===== src/rtl/mul_pipe.sv =====
// mul_pipe: three-stage pipelined WIDTH x WIDTH multiplier returning MUL / MULH / MULHU words,
// with valid/ready handshake, flush and a pass-through tag. Define MUL_STALL_CNT_EN for stall_cnt.
module mul_pipe #(
  parameter int unsigned WIDTH = 32,
  parameter int unsigned TAG_W = 5
) (
  input  logic             clk,
  input  logic             rstn,
  input  logic             flush,
  input  logic             in_valid,
  output logic             in_ready,
  input  logic [1:0]       in_op,
  input  logic [WIDTH-1:0] in_a,
  input  logic [WIDTH-1:0] in_b,
  input  logic [TAG_W-1:0] in_tag,
  output logic             out_valid,
  input  logic             out_ready,
  output logic [WIDTH-1:0] out_res,
  output logic [TAG_W-1:0] out_tag
`ifdef MUL_STALL_CNT_EN
  ,
  output logic [31:0]      stall_cnt
`endif
);

  localparam int unsigned HALF = WIDTH / 2;
  localparam int unsigned PW   = 2 * HALF;
  localparam int unsigned DW   = 2 * WIDTH;

  localparam logic [1:0] OP_MULH  = 2'b01;
  localparam logic [1:0] OP_MULHU = 2'b10;

  // Stage valid bits
  logic v0_q, v0_d;
  logic v1_q, v1_d;
  logic v2_q, v2_d;

  // S0: operand magnitudes, sign and word select
  logic [WIDTH-1:0] a0_q, a0_d;
  logic [WIDTH-1:0] b0_q, b0_d;
  logic             sgn0_q, sgn0_d;
  logic             hi0_q, hi0_d;
  logic [TAG_W-1:0] tag0_q, tag0_d;

  // S1: partial products
  logic [PW-1:0]    p00_q, p00_d;
  logic [PW-1:0]    p01_q, p01_d;
  logic [PW-1:0]    p10_q, p10_d;
  logic [PW-1:0]    p11_q, p11_d;
  logic             sgn1_q, sgn1_d;
  logic             hi1_q, hi1_d;
  logic [TAG_W-1:0] tag1_q, tag1_d;

  // S2: registered result
  logic [WIDTH-1:0] out_res_q, out_res_d;
  logic [TAG_W-1:0] out_tag_q, out_tag_d;

  logic adv0_c, adv1_c, adv2_c;

  logic             op_signed_c;
  logic             a_neg_c, b_neg_c;
  logic             sgn_c, hi_c;
  logic [WIDTH-1:0] a_mag_c, b_mag_c;

  logic [HALF-1:0]  a_lo_c, a_hi_c, b_lo_c, b_hi_c;
  logic [PW-1:0]    p00_c, p01_c, p10_c, p11_c;

  logic [DW-1:0]    sum_c, prod_c;
  logic [WIDTH-1:0] res_c;

  // A stage may move when the one below it is empty or moving
  always_comb begin
    adv2_c = out_ready | ~v2_q;
    adv1_c = adv2_c | ~v1_q;
    adv0_c = adv1_c | ~v0_q;
  end

  assign in_ready  = adv0_c;
  assign out_valid = v2_q;
  assign out_res   = out_res_q;
  assign out_tag   = out_tag_q;

  // Sign handling only for MULH; the most negative value keeps its pattern as unsigned 2^(W-1)
  always_comb begin
    op_signed_c = (in_op == OP_MULH);
    hi_c        = (in_op == OP_MULH) | (in_op == OP_MULHU);
    a_neg_c     = op_signed_c & in_a[WIDTH-1];
    b_neg_c     = op_signed_c & in_b[WIDTH-1];
    sgn_c       = a_neg_c ^ b_neg_c;
    a_mag_c     = a_neg_c ? (~in_a + WIDTH'(1)) : in_a;
    b_mag_c     = b_neg_c ? (~in_b + WIDTH'(1)) : in_b;
  end

  always_comb begin
    a_lo_c = a0_q[HALF-1:0];
    a_hi_c = a0_q[WIDTH-1:HALF];
    b_lo_c = b0_q[HALF-1:0];
    b_hi_c = b0_q[WIDTH-1:HALF];
    p00_c  = PW'(a_lo_c) * PW'(b_lo_c);
    p01_c  = PW'(a_lo_c) * PW'(b_hi_c);
    p10_c  = PW'(a_hi_c) * PW'(b_lo_c);
    p11_c  = PW'(a_hi_c) * PW'(b_hi_c);
  end

  // Recombine the partial products, then restore the sign
  always_comb begin
    sum_c  = DW'(p00_q)
           + (DW'(p01_q) << HALF)
           + (DW'(p10_q) << HALF)
           + (DW'(p11_q) << WIDTH);
    prod_c = sgn1_q ? (~sum_c + DW'(1)) : sum_c;
    res_c  = hi1_q ? prod_c[DW-1:WIDTH] : prod_c[WIDTH-1:0];
  end

  always_comb begin
    v0_d      = v0_q;
    v1_d      = v1_q;
    v2_d      = v2_q;
    a0_d      = a0_q;
    b0_d      = b0_q;
    sgn0_d    = sgn0_q;
    hi0_d     = hi0_q;
    tag0_d    = tag0_q;
    p00_d     = p00_q;
    p01_d     = p01_q;
    p10_d     = p10_q;
    p11_d     = p11_q;
    sgn1_d    = sgn1_q;
    hi1_d     = hi1_q;
    tag1_d    = tag1_q;
    out_res_d = out_res_q;
    out_tag_d = out_tag_q;

    if (flush) begin
      v0_d = 1'b0;
      v1_d = 1'b0;
      v2_d = 1'b0;
    end else begin
      if (adv2_c) v2_d = v1_q;
      if (adv1_c) v1_d = v0_q;
      if (adv0_c) v0_d = in_valid;

      if (adv0_c && in_valid) begin
        a0_d   = a_mag_c;
        b0_d   = b_mag_c;
        sgn0_d = sgn_c;
        hi0_d  = hi_c;
        tag0_d = in_tag;
      end

      if (adv1_c && v0_q) begin
        p00_d  = p00_c;
        p01_d  = p01_c;
        p10_d  = p10_c;
        p11_d  = p11_c;
        sgn1_d = sgn0_q;
        hi1_d  = hi0_q;
        tag1_d = tag0_q;
      end

      // Output word only changes when a new result enters S2, so it holds under back-pressure
      if (adv2_c && v1_q) begin
        out_res_d = res_c;
        out_tag_d = tag1_q;
      end
    end
  end

  always_ff @(posedge clk or negedge rstn) begin
    if (!rstn) begin
      v0_q      <= 1'b0;
      v1_q      <= 1'b0;
      v2_q      <= 1'b0;
      a0_q      <= '0;
      b0_q      <= '0;
      sgn0_q    <= 1'b0;
      hi0_q     <= 1'b0;
      tag0_q    <= '0;
      p00_q     <= '0;
      p01_q     <= '0;
      p10_q     <= '0;
      p11_q     <= '0;
      sgn1_q    <= 1'b0;
      hi1_q     <= 1'b0;
      tag1_q    <= '0;
      out_res_q <= '0;
      out_tag_q <= '0;
    end else begin
      v0_q      <= v0_d;
      v1_q      <= v1_d;
      v2_q      <= v2_d;
      a0_q      <= a0_d;
      b0_q      <= b0_d;
      sgn0_q    <= sgn0_d;
      hi0_q     <= hi0_d;
      tag0_q    <= tag0_d;
      p00_q     <= p00_d;
      p01_q     <= p01_d;
      p10_q     <= p10_d;
      p11_q     <= p11_d;
      sgn1_q    <= sgn1_d;
      hi1_q     <= hi1_d;
      tag1_q    <= tag1_d;
      out_res_q <= out_res_d;
      out_tag_q <= out_tag_d;
    end
  end

`ifdef MUL_STALL_CNT_EN
  // Cycles a valid result is held by the consumer; survives flush
  logic [31:0] stall_cnt_q, stall_cnt_d;

  always_comb begin
    stall_cnt_d = stall_cnt_q;
    if (v2_q && !out_ready) stall_cnt_d = stall_cnt_q + 32'd1;
  end

  always_ff @(posedge clk or negedge rstn) begin
    if (!rstn) stall_cnt_q <= '0;
    else       stall_cnt_q <= stall_cnt_d;
  end

  assign stall_cnt = stall_cnt_q;
`endif

endmodule


===== config.mk =====
export PLATFORM = sky130hd
export DESIGN_NAME = mul_pipe
export DESIGN_NICKNAME = d
export VERILOG_FILES = /design/src/rtl/mul_pipe.sv
export SDC_FILE = /design/constraint.sdc
export NUM_CORES = 2
export LEC_CHECK = 0
export ABC_AREA = 1
export CORE_MARGIN = 4
export CORE_UTILIZATION = 45
export DETAILED_ROUTE_END_ITERATION = 7
export SETUP_SLACK_MARGIN = 0.1
export SYNTH_ARGS = -nofsm -noshare
export SYNTH_HDL_FRONTEND = slang
export SYNTH_SLANG_ARGS = --single-unit

===== constraint.sdc =====
create_clock -name clk -period 7.9 [get_ports clk]
set_input_delay 0.79 -clock clk [delete_from_list [all_inputs] [get_ports clk]]
set_output_delay 0.79 -clock clk [all_outputs]
set_load 0.01 [all_outputs]

* After elaboration in Yosys (flattened, before gate mapping)
Index checks and enable logic that the tools add are counted.
Word-level totals: flip-flop bits (word level) 246, output and inout port bits 39
Operators by class: $add $sub $neg 6, $mul 4, equality and inequality tests 2, mux-type cells 10, bitwise operators 14, reduce and logical (&&, ||, !) cells 9
Operators with widths (count):
- $mul A16 B16 Y32 | 4
- $mux W32 | 3
- $add A32 B1 Y32 const B | 2
- $add A50 B64 Y64 | 1
- $add A64 B1 Y64 const B | 1
- $mux W64 | 1
- $not A32 Y32 | 2
- $not A64 Y64 | 1
- $add A49 B48 Y50 | 1
- $add A32 B48 Y49 | 1
- $mux W1 | 6
- $reduce_and A2 Y1 | 3
- $reduce_bool A2 Y1 | 3
- $not A1 Y1 | 4
- $or A1 B1 Y1 | 4
- $logic_and A1 B1 Y1 | 3
- $and A1 B1 Y1 | 2
- $eq A2 B1 Y1 const B | 1
- $eq A2 B2 Y1 const B | 1
- $xor A1 B1 Y1 | 1

* Depth between registers and ports, before layout
word-level depth 7, mapped depth 30, depth with buffers taken out 28

* Worst setup path before layout
Ideal clock, no wire load.
kind reg2reg, from register a0_q[26], to register p10_q[31], arrival 5.694 ns, data required time 7.782 ns, setup slack 2.088 ns, stages on the path, launching flop included 27, buffers on the path 2, clock period less this slack 5.812 ns, path through dfrtp_1 -> clkbuf_1 -> clkbuf_1 -> nand2_1 -> fa_1 -> fa_1 -> fa_1 -> fa_1 -> inv_1 -> fa_1 -> inv_1 -> fa_1 -> inv_1 -> ha_1 -> nand2_1 -> inv_1 -> a21oi_1 -> o221ai_1 -> a21oi_1 -> nor2_1 -> nor2_1 -> o21ai_0 -> nand2_1 -> nand3_1 -> or2_2 -> nand3_1 -> nand2_1
On the way: cells in the longest elaborated chain, start to end 1
RTL lines:
- start: declaration | RTL line 39 | logic [WIDTH-1:0] a0_q, a0_d;
- start signal: assignment | RTL line 174 | a0_q <= '0;
- start signal: assignment | RTL line 192 | a0_q <= a0_d;
- $mul A16 B16 Y32 | RTL line 101 | p10_c = PW'(a_hi_c) * PW'(b_lo_c);
- end signal: assignment | RTL line 199 | p10_q <= p10_d;
- end: declaration | RTL line 48 | logic [PW-1:0] p10_q, p10_d;
No other way between the ends. A chain may end at the register's enable or synchronous reset.

* Worst setup path after layout
from register a0_q[11], to register p01_q[31]
On the way: cells in the longest elaborated chain, start to end 1
RTL lines:
- $mul A16 B16 Y32 | RTL line 100 | p01_c = PW'(a_lo_c) * PW'(b_hi_c);
- end signal: assignment | RTL line 198 | p01_q <= p01_d;
- end: declaration | RTL line 47 | logic [PW-1:0] p01_q, p01_d;
No other way between the ends.

==> qor.txt <==
Area growth syn-to-layout -> 7.27%
Crit path DAT -> 7.23 ns
Post-synth EDFFs -> 0
Post-CTS Setup Bufs -> 0
TNS Setup -> 0 ns
Die Ht -> 346 um
Drt wl/cell -> 17.7 um
Crit path max fanout -> 18
Top_reg_cell synth -> dfrtp_1
WHS -> 0.212 ns
Vias post-DR -> 43100
Root Buffer -> clkbuf_16
Worst Skew -> 0.0173 ns
F_max -> 0.148 GHz
FF-to-FF path depth -> 21
I/O Buffers -> 114
CP Class -> reg2reg
Antenna violations before repair -> 1
Total gr overflow -> 0
Dpl hpwl -> 123000 um
DRT Pass-1 Iters -> 6
# nets final -> 8318
Largest area contributor in the netlist -> fa_1
Critical R2R Capture -> p01_q[31]$_DFFE_PN0P_
Worst Path Required -> 8.38 ns
DRC -> 0
Vias per inst -> 5.07
# H-tree levels -> 1
Max_slew headroom -> 25.2%
Vias in the first global route -> 43900
Row Count -> 123
Fin. max-slew vios -> 0
CTS sink cnt -> 246
# hold bufs at CTS -> 0
Layout cells sized above 1 -> 4.20%
CP startpoint kind -> flop
DRT Wirelength -> 151000 um
FFs w/ async S/R, synth -> 100%
Total of max-cap violations -> 0
Unique cell type count in the Yosys netlist -> 53
Die W -> 346 um
CTS buffer count -> 31
Seq/Total Area, Yosys -> 12.0%
Top cells by area, synth -> fa_1 31%, nand2_1 15%, inv_1 12%, dfrtp_1 12%, ha_1 11%
First-pass GRT wire length -> 244000 um
# setup viols final -> 0
Post-cts resize count -> 0
Crit path launch -> a0_q[11]$_DFFE_PN0P_
Syn nets -> 8399
ANT cells -> 0
Setup crit end kind -> flop
Worst min path class -> in2async
Final period demand of the worst path -> 6.75 ns
Initial DRC Count -> 3224
Clk buf depth -> 3
Worst skew pair latency -> 0.64 ns
Synth Instances -> 7062
RSZ-0062 raised after global routing -> false
CP endpoint -> p01_q[31]$_DFFE_PN0P_
Final hold vios -> 0
Top-level I/O count -> 115
TritonCTS clock tree -> built
Die ar. -> 120000 um2
Worst R2R Start -> a0_q[11]$_DFFE_PN0P_
Post-route ant nets -> 0
Starting density of the core -> 45.5%
Status -> complete, no violations
Routability-driven placement congestion ratio -> 0.930
Reg clk slew, reported paths -> 0.07 ns
Synth Warn # -> 0
Flop and latch count out of synthesis -> 246
Mapped Area -> 51500 um2
Pin count of the biggest net entering global routing -> 146
R2R Setup Slk -> 1.15 ns
Count leader, synth -> nand2_1
GRT Total Usage -> 25.5%
Worst slew pin tran -> 1.12 ns
Post-synth top area share -> 31.4%
Synth cell count leaders -> 2035 x nand2_1, 1699 x inv_1, 809 x fa_1, 452 x ha_1, 322 x clkbuf_1
Core ar. -> 113000 um2
Avg Inst Size Synth -> 7.29 um2
Final Cycle Share -> 85.4%
[registers in the layout (all words and copies together), names as in the netlist, 5 cells and up]
register	flops
p00_q	32
out_tag	5
a0_q	32
p01_q	32
p11_q	32
b0_q	32
p10_q	32
out_res	32
tag1_q	5
tag0_q	5
[cells by family (layout without fill, tap and decap cells)]
logic type,after synthesis,after routing,share of synthesized area [%]
simple gates,2779,2779,22.0
fa+ha+maj,1261,1261,42.4
buf+inv,2044,1988,14.9
xor+xnor,140,140,2.38
flops,246,246,12.0
compound gates,592,592,6.27
[worst max-delay path: stages (launching register included)]
cell and delay, ns:
dfrtp_1 0.76, buf_4 0.43, nand2_1 0.12, fa_1 0.51
fa_1 0.51, inv_1 0.05, fa_1 0.55, fa_1 0.42
fa_1 0.51, inv_1 0.06, fa_1 0.48, inv_1 0.04
ha_1 0.37, nand2_1 0.13, nor4_1 0.49, nand3_1 0.16
nand3_1 0.26, nand3_1 0.10, nand2_1 0.12, a211oi_1 0.10
xor2_1 0.29, o21ai_0 0.12
[per-layer routing]
| metal | part of all wire, % | routed length [um] | track usage (%) | vias up |
|---|---|---|---|---|
| met1 | 46 | 69800 | 37.3 | 20900 |
| li1 | - | - | - | 20700 |
| met3 | 6.6 | 9980 | 3.18 | 195 |
| met5 | 0 | 0 | 0 | - |
| met4 | 3.5 | 5310 | 7.32 | 0 |
| met2 | 44 | 65600 | 39.7 | 1378 |
[cell usage in the layout (no fill, tap or decap), types with 36 or more instances in the layout]
| master | count |
|---|---|
| xor2_1 | 79 |
| nor3_1 | 36 |
| nand2_1 | 2033 |
| nor2_1 | 304 |
| or2_2 | 36 |
| o21ai_0 | 252 |
| a21oi_1 | 206 |
| xnor2_1 | 61 |
| fa_1 | 809 |
| buf_4 | 94 |
| dfrtp_1 | 240 |
| nand4_1 | 44 |
| clkdlybuf4s50_1 | 113 |
| inv_1 | 1699 |
| a31oi_1 | 52 |
| nand3_1 | 218 |
| ha_1 | 452 |
[stage by stage]
| step | area, um2 | instances | util [%] | setup slack [ns] |
|---|---|---|---|---|
| after floorplan | 51500 | 7062 | - | 2.09 |
| after global placement | 54200 | 8448 | 47.9 | 1.36 |
| after detailed placement | 54200 | 8448 | 47.9 | 1.24 |
| after CTS | 55200 | 8506 | 48.8 | 1.22 |
| after global routing | 55200 | 8506 | 48.8 | 0.844 |
| final | 55200 | 8506 | 48.8 | 1.15 |
[area by class of cell]
cell class / count / area [um2]
fill: 11400 / 57900
tap: 1500 / 1880
multi-input combinational: 4772 / 37700
clock buffer: 43 / 891
timing repair buffer: 216 / 2010
clock inverter: 15 / 190
inverter: 1714 / 6430
sequential: 246 / 6160
[how the worst min path moves through the flow]
| stage | from | endpoint | slack [ns] | depth (start not counted) |
|---|---|---|---|---|
| final | rstn | out_valid$_DFFE_PN0P_ | 0.21 | 1 |
| after global routing | rstn | p00_q[4]$_DFFE_PN0P_ | 0.28 | 1 |
| after CTS | rstn | p00_q[11]$_DFFE_PN0P_ | 0.23 | 1 |
| after detailed placement | out_res[22]$_DFFE_PN0P_ | out_res[22]$_DFFE_PN0P_ | 0.47 | 2 |
| after global placement | out_res[17]$_DFFE_PN0P_ | out_res[17]$_DFFE_PN0P_ | 0.46 | 2 |
| after floorplan | tag1_q[4]$_DFFE_PN0P_ | out_tag[4]$_DFFE_PN0P_ | 0.44 | 2 |
Power is left out: the tool's default activity adds up to more than one toggle a clock period on the data nets, which glitch-free logic cannot reach.
